<file path="src/rtl/seven_seg_driver.sv">
// seven_seg_driver: time-multiplexed scan of a 4-digit common-anode display.
// Each digit slot is REFRESH_CYCLES long. The first BLANK_CYCLES of a slot
// keep every anode off, and the segment pattern is swapped inside that
// window. The four character codes are sampled once per frame, at the start
// of the digit-3 slot, so a frame never mixes old and new characters.
// Outputs are registered from the current scan state, so the display lags
// the internal counter by one cycle.
module seven_seg_driver #(
  parameter int REFRESH_CYCLES = 16000,
  parameter int BLANK_CYCLES   = 1600
) (
  input  logic       clk,
  input  logic       reset,
  input  logic [3:0] an3char,
  input  logic [3:0] an2char,
  input  logic [3:0] an1char,
  input  logic [3:0] an0char,
  output logic [3:0] an,
  output logic [6:0] seg,
  output logic       dp
);

  localparam int            CW         = $clog2(REFRESH_CYCLES);
  localparam logic [CW-1:0] CNT_LAST   = CW'(REFRESH_CYCLES - 1);
  localparam logic [CW-1:0] BLANK_LAST = CW'(BLANK_CYCLES - 1);

  typedef enum logic {BLANK, SHOW} phase_e;

  logic [CW-1:0]   cnt_q, cnt_d;
  logic [1:0]      dig_q, dig_d;
  phase_e          phase_q, phase_d;
  logic [3:0][3:0] sh_q, sh_d;
  logic [3:0]      an_q, an_d;
  logic [6:0]      seg_q, seg_d;
  logic            cnt_last;

  // Hex to active-low {a,b,c,d,e,f,g}.
  function automatic logic [6:0] decode(input logic [3:0] c);
    logic [6:0] s;
    case (c)
      4'h0: s = 7'b0000001;
      4'h1: s = 7'b1001111;
      4'h2: s = 7'b0010010;
      4'h3: s = 7'b0000110;
      4'h4: s = 7'b1001100;
      4'h5: s = 7'b0100100;
      4'h6: s = 7'b0100000;
      4'h7: s = 7'b0001111;
      4'h8: s = 7'b0000000;
      4'h9: s = 7'b0000100;
      4'hA: s = 7'b0001000;
      4'hB: s = 7'b1100000;
      4'hC: s = 7'b0110001;
      4'hD: s = 7'b1000010;
      4'hE: s = 7'b0110000;
      default: s = 7'b0111000;
    endcase
    return s;
  endfunction

  // Scan counter, digit index, blank/show phase and output next-state.
  always_comb begin
    cnt_last = (cnt_q == CNT_LAST);
    cnt_d    = cnt_last ? '0 : cnt_q + CW'(1);
    dig_d    = cnt_last ? dig_q - 2'd1 : dig_q;

    phase_d = phase_q;
    case (phase_q)
      BLANK:   if (cnt_q == BLANK_LAST) phase_d = SHOW;
      SHOW:    if (cnt_last)            phase_d = BLANK;
      default: phase_d = BLANK;
    endcase

    // Frame latch at the first cycle of the digit-3 slot. The segment load
    // below reads sh_d so digit 3 shows the freshly latched code, not the
    // previous frame's.
    sh_d = sh_q;
    if (cnt_q == '0 && dig_q == 2'd3) sh_d = {an3char, an2char, an1char, an0char};

    // Segments only change in the first cycle of a slot, which is always
    // a blanked cycle because BLANK_CYCLES >= 1.
    seg_d = seg_q;
    if (cnt_q == '0) seg_d = decode(sh_d[dig_q]);

    an_d = 4'hF;
    if (phase_q == SHOW) an_d = ~(4'b0001 << dig_q);
  end

  // State and output registers.
  always_ff @(posedge clk or negedge reset) begin
    if (!reset) begin
      cnt_q   <= '0;
      dig_q   <= 2'd3;
      phase_q <= BLANK;
      sh_q    <= '0;
      an_q    <= 4'hF;
      seg_q   <= 7'h7F;
    end else begin
      cnt_q   <= cnt_d;
      dig_q   <= dig_d;
      phase_q <= phase_d;
      sh_q    <= sh_d;
      an_q    <= an_d;
      seg_q   <= seg_d;
    end
  end

  assign an  = an_q;
  assign seg = seg_q;
  assign dp  = 1'b1;

endmodule

</file>
<file path="config.mk">
export PLATFORM = sky130hd
export DESIGN_NAME = seven_seg_driver
export DESIGN_NICKNAME = d
export VERILOG_FILES = /design/src/rtl/seven_seg_driver.sv
export SDC_FILE = /design/constraint.sdc
export NUM_CORES = 1
export LEC_CHECK = 0
export BUFFER_PORTS_ARGS = -buffer_cell sky130_fd_sc_hd__buf_2
export CAP_MARGIN = 20
export CORE_MARGIN = 8
export CORE_UTILIZATION = 30
export DETAILED_ROUTE_END_ITERATION = 8
export PLACE_DENSITY = 0.47
export SYNTH_ARGS = -nofsm -noshare
export SYNTH_HDL_FRONTEND = slang
export SYNTH_SLANG_ARGS = --single-unit
</file>
<file path="constraint.sdc">
create_clock -name clk -period 7.4 [get_ports clk]
set_clock_uncertainty 0.05 [all_clocks]
set_input_delay 0.37 -clock clk [delete_from_list [all_inputs] [get_ports clk]]
set_output_delay 0.37 -clock clk [all_outputs]
set_load 0.02 [all_outputs]
</file>
==> flow_summary.yaml, run 1 <==
clock_tree:
  cts_hold_buf: 0
  numCtsBuffers: 5
  cts-root-buf: "clkbuf_8"
  cts_resized: 0
  clock_latency_ns: 0.29
  cts_setup_buffers: 0
  clk_pin_slew_ns: 0.09
  cts_tree: "done"
  clock_sinks: 44
  h-tree-depth: 2
  clockBufferDepth: 2
logic_synthesis:
  yosys_register_bits: 44
  synth.most_common_cell: "dfrtp_1"
  synth-xor-area-share_pct: 4.32
  yosys.area.top_type: "dfrtp_1"
  netlist_area_um2: 2430
  yosysWarnings: 0
  synthAdderAreaFrac_pct: 6.18
  synth_top_area_share_pct: 31.9
  synthFlopType: "dfrtp_1"
  syn_nets: 247
  synth_top_family_by_area: "multiplexers"
  yosys-top-cells-area: "dfrtp_1 32%, dfstp_2 14%, mux2_2 9.3%"
  yosysUniqueCellTypes: 41
  synth_mux_area_share_pct: 17.6
  synth_simple_gate_area_share_pct: 17.3
  synth_common_cells: "31 x dfrtp_1, 20 x mux2_2, 17 x nor2_1, 14 x nor3_1"
  yosysSeqAreaShare_pct: 46.0
  netlist_instances: 217
  syn_area_per_cell_um2: 11.2
  synth_edf_count: 0
  synth_compound_area_share_pct: 4.37
  synthArstFlopShare_pct: 100
timing:
  tns_ns: 0
  min_period_over_period_pct: 54.1
  slew_headroom_pct: 59.4
  setup_viol: 0
  post-route-min-period_ns: 4.00
  max_freq_ghz: 0.250
  final_max_slew_viol_count: 0
  tightest_slew_ns: 0.607
  whs_ns: 0.246
  hold_viol: 0
  rsz0062_at_grt: "false"
floorplan:
  design.core.area_um2: 8050
  die_y_um: 106
  ios: 30
  initial_utilization_pct: 30.2
  rows: 33
  dieArea_um2: 11200
  die_x_um: 106
place:
  gp_congestion: 0.720
  port_buffers: 28
  hpwl_mm: 3.44
  dp_cells: 341
setup_path:
  worstSetupEndpointType: "flop"
  arrival_ns: 4.16
  critPathKind: "reg -> reg"
  critPathMaxFanout: 26
  cp-start-kind: "flop"
  cp.required_ns: 7.56
layout:
  n_antenna_cell: 0
  nets: 275
  utilization_pct: 34.6
  area_delta_synth_final_pct: 14.5
  instances_no_fill: 351
  fillerInstances: 830
  drive_gt1_share_pct: 33.7
global_routing:
  grt_usage_pct: 8.78
  use_met2_pct: 13.2
  first_global_vias: 1617
  overflow: 0
  grt_max_degree: 45
  grt_pass1_wl_mm: 8.09
  top_usage_layer: "met2"
  antenna_found_initial: 0
  use_met1_pct: 11.9
  grtUsageMet3_pct: 2.18
power:
  power_frac_comb_pct: 9.9
  p_per_area_nw_per_um2: 165
  irDropWorstVdd_mv: 0.0628
  p_leak_uw: 0.00131
  internal_power_uw: 347
  power.share.clock_pct: 34.7
  switching_power_uw: 112
  swShare_pct: 24.4
  power_frac_seq_pct: 55.4
routing:
  dr.pass1.iters: 4
  wl_per_cell_um: 13.5
  route.antenna.remaining_nets: 0
  wirelength_mm: 4.76
  first_iter_violations: 80
  drc: 0
  num_vias: 1628
  viasPerCell: 4.64
outcome:
  status: "finished clean"
min_path:
  hold_class: "in -> reg"
job:
  maxCapViolCount: 0
power groups by stage:
stage | clock network, uW | logic (uW) | registers, uW
after floorplan | 0 | 23.2 | 263
after global placement | 0 | 44.6 | 259
after detailed placement | 0 | 44.7 | 259
after CTS | 168 | 44.8 | 254
after global routing | 174 | 50.7 | 255
final | 159 | 45.4 | 254
flip-flops by register name, summed over array words and instances (netlist names):
register,cells
sh_q,16
seg,7
phase_q,1
cnt_q,14
dig_q,2
an,4
through the flow:
step           setup WS, ns  cell area [um^2]  total power (uW)
2_1_floorplan          4.19              2430               286
4_1_cts                3.39              2750               467
3_5_place_dp           3.43              2660               304
3_3_place_gp           3.49              2660               303
5_1_grt                3.05              2780               480
6_report               3.40              2780               459
layer usage:
metal	vias to the layer above	share of wire, %
met5	-	0
met4	0	1.3
met3	5	4.2
met2	28	45
met1	779	50
li1	816	-
cell type report:
cell class / instances / area, um^2 / share of cell area (%)
inverters: 11 / 41.3 / 1.48
flip-flops and latches: 44 / 1120 / 40.2
repair buffers: 31 / 178 / 6.38
clock buffers: 7 / 86.3 / 3.10
multi-input cells: 152 / 1220 / 43.9
clock inverters: 1 / 7.51 / 0.270
well taps: 105 / 131 / 4.72
logic make-up (layout without fill, tap and decap cells):
family / count (synthesis) / after routing
simple gates: 77 / 77
compound gates: 15 / 15
xor+xnor: 12 / 12
flops: 44 / 44
buf+inv: 21 / 50
mux: 35 / 35
fa+ha+maj: 12 / 12
other cells: 1 / 1
placed cells by master, fill, tap and decap left out, drive strengths merged, types with 2 or more instances in the layout:
cell / Yosys / final
dfrtp: 31 / 31
buf: 4 / 30
mux2: 23 / 23
nor2: 17 / 17
nor3: 14 / 14
nand2: 13 / 13
dfstp: 13 / 13
ha: 12 / 12
inv: 11 / 11
mux2i: 9 / 9
nand3: 9 / 9
and3: 7 / 7
xor2: 7 / 7
clkbuf: 6 / 7
xnor2: 5 / 5
a21oi: 4 / 4
o21ai: 4 / 4
mux4: 3 / 3
or4: 3 / 3
nor4b: 3 / 3
o31ai: 3 / 3
nand3b: 2 / 2
nor4: 2 / 2
nand2b: 2 / 2
critical path, cell delays in order, from the launching register on:
cell and delay [ns]:
dfstp_2 0.69, ha_1 0.22, nor4b_1 0.43, nand4b_4 0.50, mux4_2 0.61, mux2i_1 0.44, inv_1 0.17, ha_1 0.26
or2_0 0.23, a32oi_1 0.22, o21ai_1 0.08
final timing paths:
check,startpoint,end,slack (ns),cells after the start
setup / recovery,dig_q[1],seg[1],3.40,10
hold / removal,an2char[0],sh_q[8],0.25,3
setup reg to reg,dig_q[1],seg[1],3.40,10
hold reg to reg,seg[0],seg[0],0.41,2
max in group asynchronous,reset,seg[0],6.38,3
min in group asynchronous,reset,cnt_q[0],0.40,2
(Power assumes the default switching activity.)
==> run 2, diff against run 1 <==
clock period = 3.8 ns   (was 7.4 ns; I/O delays follow)
==> run 2 against run 1 <==
Compared with the run above:
- combinational power increased by 94%
- sequential share of layout area decreased by 0.95 points
- worst hold slack got worse by 0.19 ns
- via count decreased by 0.43%
- maximum frequency increased by 15%
- sequential power increased by 95%
- first-iteration DRC count decreased by 33%
==> flow_summary.yaml, run 2 (synthesis gave the netlist of run 1 again) <==
layout:
  postLayoutCellArea_um2: 2850
  instances_no_fill: 355
  drive_gt1_share_pct: 36.0
  largest_reg_flops: 16
  fillerInstances: 839
  nets: 279
  top_register: "sh_q"
  n_antenna_cell: 0
  area_delta_synth_final_pct: 17.2
  final_cell_mix: "31 x dfrtp_1, 28 x buf_2, 20 x mux2_2"
  final_common_cell: "dfrtp_1"
clock_tree:
  clk_pin_slew_ns: 0.09
  numCtsBuffers: 5
  clock_sinks: 44
  h-tree-depth: 2
  cts_setup_buffers: 0
  clockBufferDepth: 2
  cts_tree: "done"
  clock_latency_ns: 0.30
  cts-root-buf: "clkbuf_8"
global_routing:
  antenna_found_initial: 0
  grt_usage_pct: 9.03
  first_global_vias: 1737
  grt_pass1_wl_mm: 8.45
  grt_max_degree: 45
  overflow: 0
timing:
  post-route-min-period_ns: 3.48
  max_freq_ghz: 0.288
  setup_viol: 0
  rsz0062_at_grt: "false"
  tns_ns: 0
  hold_viol: 0
  final_max_slew_viol_count: 0
  tightest_slew_ns: 0.526
  slew_headroom_pct: 64.8
  min_period_over_period_pct: 91.5
routing:
  wl_met1_mm: 2.48
  first_iter_violations: 54
  route.met2.wl_mm: 2.15
  drc: 0
  wirelength_mm: 4.89
  num_vias: 1621
  dr.pass1.iters: 4
  top_layer_used: "met4"
  route.antenna.remaining_nets: 0
  viasPerCell: 4.57
  wl_met3_um: 176
  wl_per_cell_um: 13.8
place:
  hpwl_mm: 3.41
  port_buffers: 28
  dpl_cell_area_um2: 2680
  gp_congestion: 0.747
  dp_cells: 344
setup_path:
  cp.required_ns: 3.97
  critPathMaxFanout: 12
  r2r_cells: 8
  path_cells: "ha_1 -> nor4b_2 -> nand4b_2 -> mux2_2 -> or4_4 -> nand2b_1 -> and3_1 -> o31ai_2"
  crit_cells: 8
  critPathMaxStageDelay_ns: 0.67
  crit_buf_inv: 0
  critPathSlowestCell: "dfstp_2"
  worstSetupEndpointType: "flop"
  critPathKind: "reg -> reg"
  arrival_ns: 3.64
  cp-start-kind: "flop"
  critPathTopFamily: "simple AND/OR/NAND/NOR gates"
floorplan:
  initial_utilization_pct: 30.2
  design.core.area_um2: 8050
  die_x_um: 106
  dieArea_um2: 11200
  rows: 33
  ios: 30
  die_y_um: 106
min_path:
  hold_class: "in -> reg"
  holdPathStages: 3
job:
  maxCapViolCount: 0
power:
  p_leak_uw: 0.00128
  irDropWorstVdd_mv: 0.117
  p_per_area_nw_per_um2: 330
outcome:
  status: "finished clean"
## run 2: cell types whose count changed in the layout (fill, tap and decap cells not counted), sizes merged
| cell | previous run | this run |
|---|---|---|
| buf | 30 | 33 |
| nand4b | 1 | 2 |
| clkinv | 0 | 1 |
| bufinv | 0 | 1 |
| clkbuf | 7 | 5 |
## run 2: final cells by class
class	instances	area, um^2	area share, %
Inverter	11	41.3	1.45
Sequential cell	44	1120	39.2
Timing Repair Buffer	34	200	7.02
Tap cell	105	131	4.61
Clock buffer	5	68.8	2.41
Multi-Input combinational cell	153	1250	43.8
Clock inverter	3	42.5	1.49
## run 2: repair_timing
item                                   CTS  global route
hold buffers                             0             1
endpoints found under the hold margin    0            11
setup endpoints to repair                0             4
gates resized for setup                  0             2
## run 2: worst paths after layout
check | slack, ns | endpoint | from
max in group asynchronous | 2.89 | dig_q[1] | reset
worst max-delay path | 0.32 | seg[6] | dig_q[0]
worst min-delay path | 0.06 | sh_q[8] | an2char[0]
worst max register to register | 0.32 | seg[6] | dig_q[0]
worst min register to register | 0.41 | seg[2] | seg[2]
min in group asynchronous | 0.26 | cnt_q[7] | reset
## run 2: where the power goes
part / internal [uW] / switching (uW) / total [uW]
Sequential: 488 / 6.72 / 495
Clock: 195 / 163 / 357
Combinational: 40.0 / 48.2 / 88.1
Total: 723 / 218 / 941
## run 2: metal layers
| layer | vias to the layer above | GRT usage [%] |
|---|---|---|
| li1 | 824 | - |
| met1 | 767 | 12.2 |
| met2 | 24 | 13.8 |
| met3 | 6 | 2.18 |
| met4 | 0 | 3.02 |
| met5 | - | 0 |
## run 2: tightest hold or removal path: stages
cell,delay (ns)
buf_2,0.07
mux2i_1,0.07
inv_1,0.05
## run 2: stage by stage
| stage | utilization (%) | hold slack, ns | power (uW) | worst slack [ns] |
|---|---|---|---|---|
| detailed placement | 33.3 | 0.379 | 591 | 0.181 |
| floorplan | - | -0.156 | 557 | 0.589 |
| finish | 35.4 | 0.0606 | 941 | 0.324 |
| CTS | 34.7 | 0.0398 | 959 | 0.150 |
| global route | 35.4 | 0.0675 | 988 | 0.0752 |
| global placement | 33.3 | 0.375 | 591 | 0.243 |
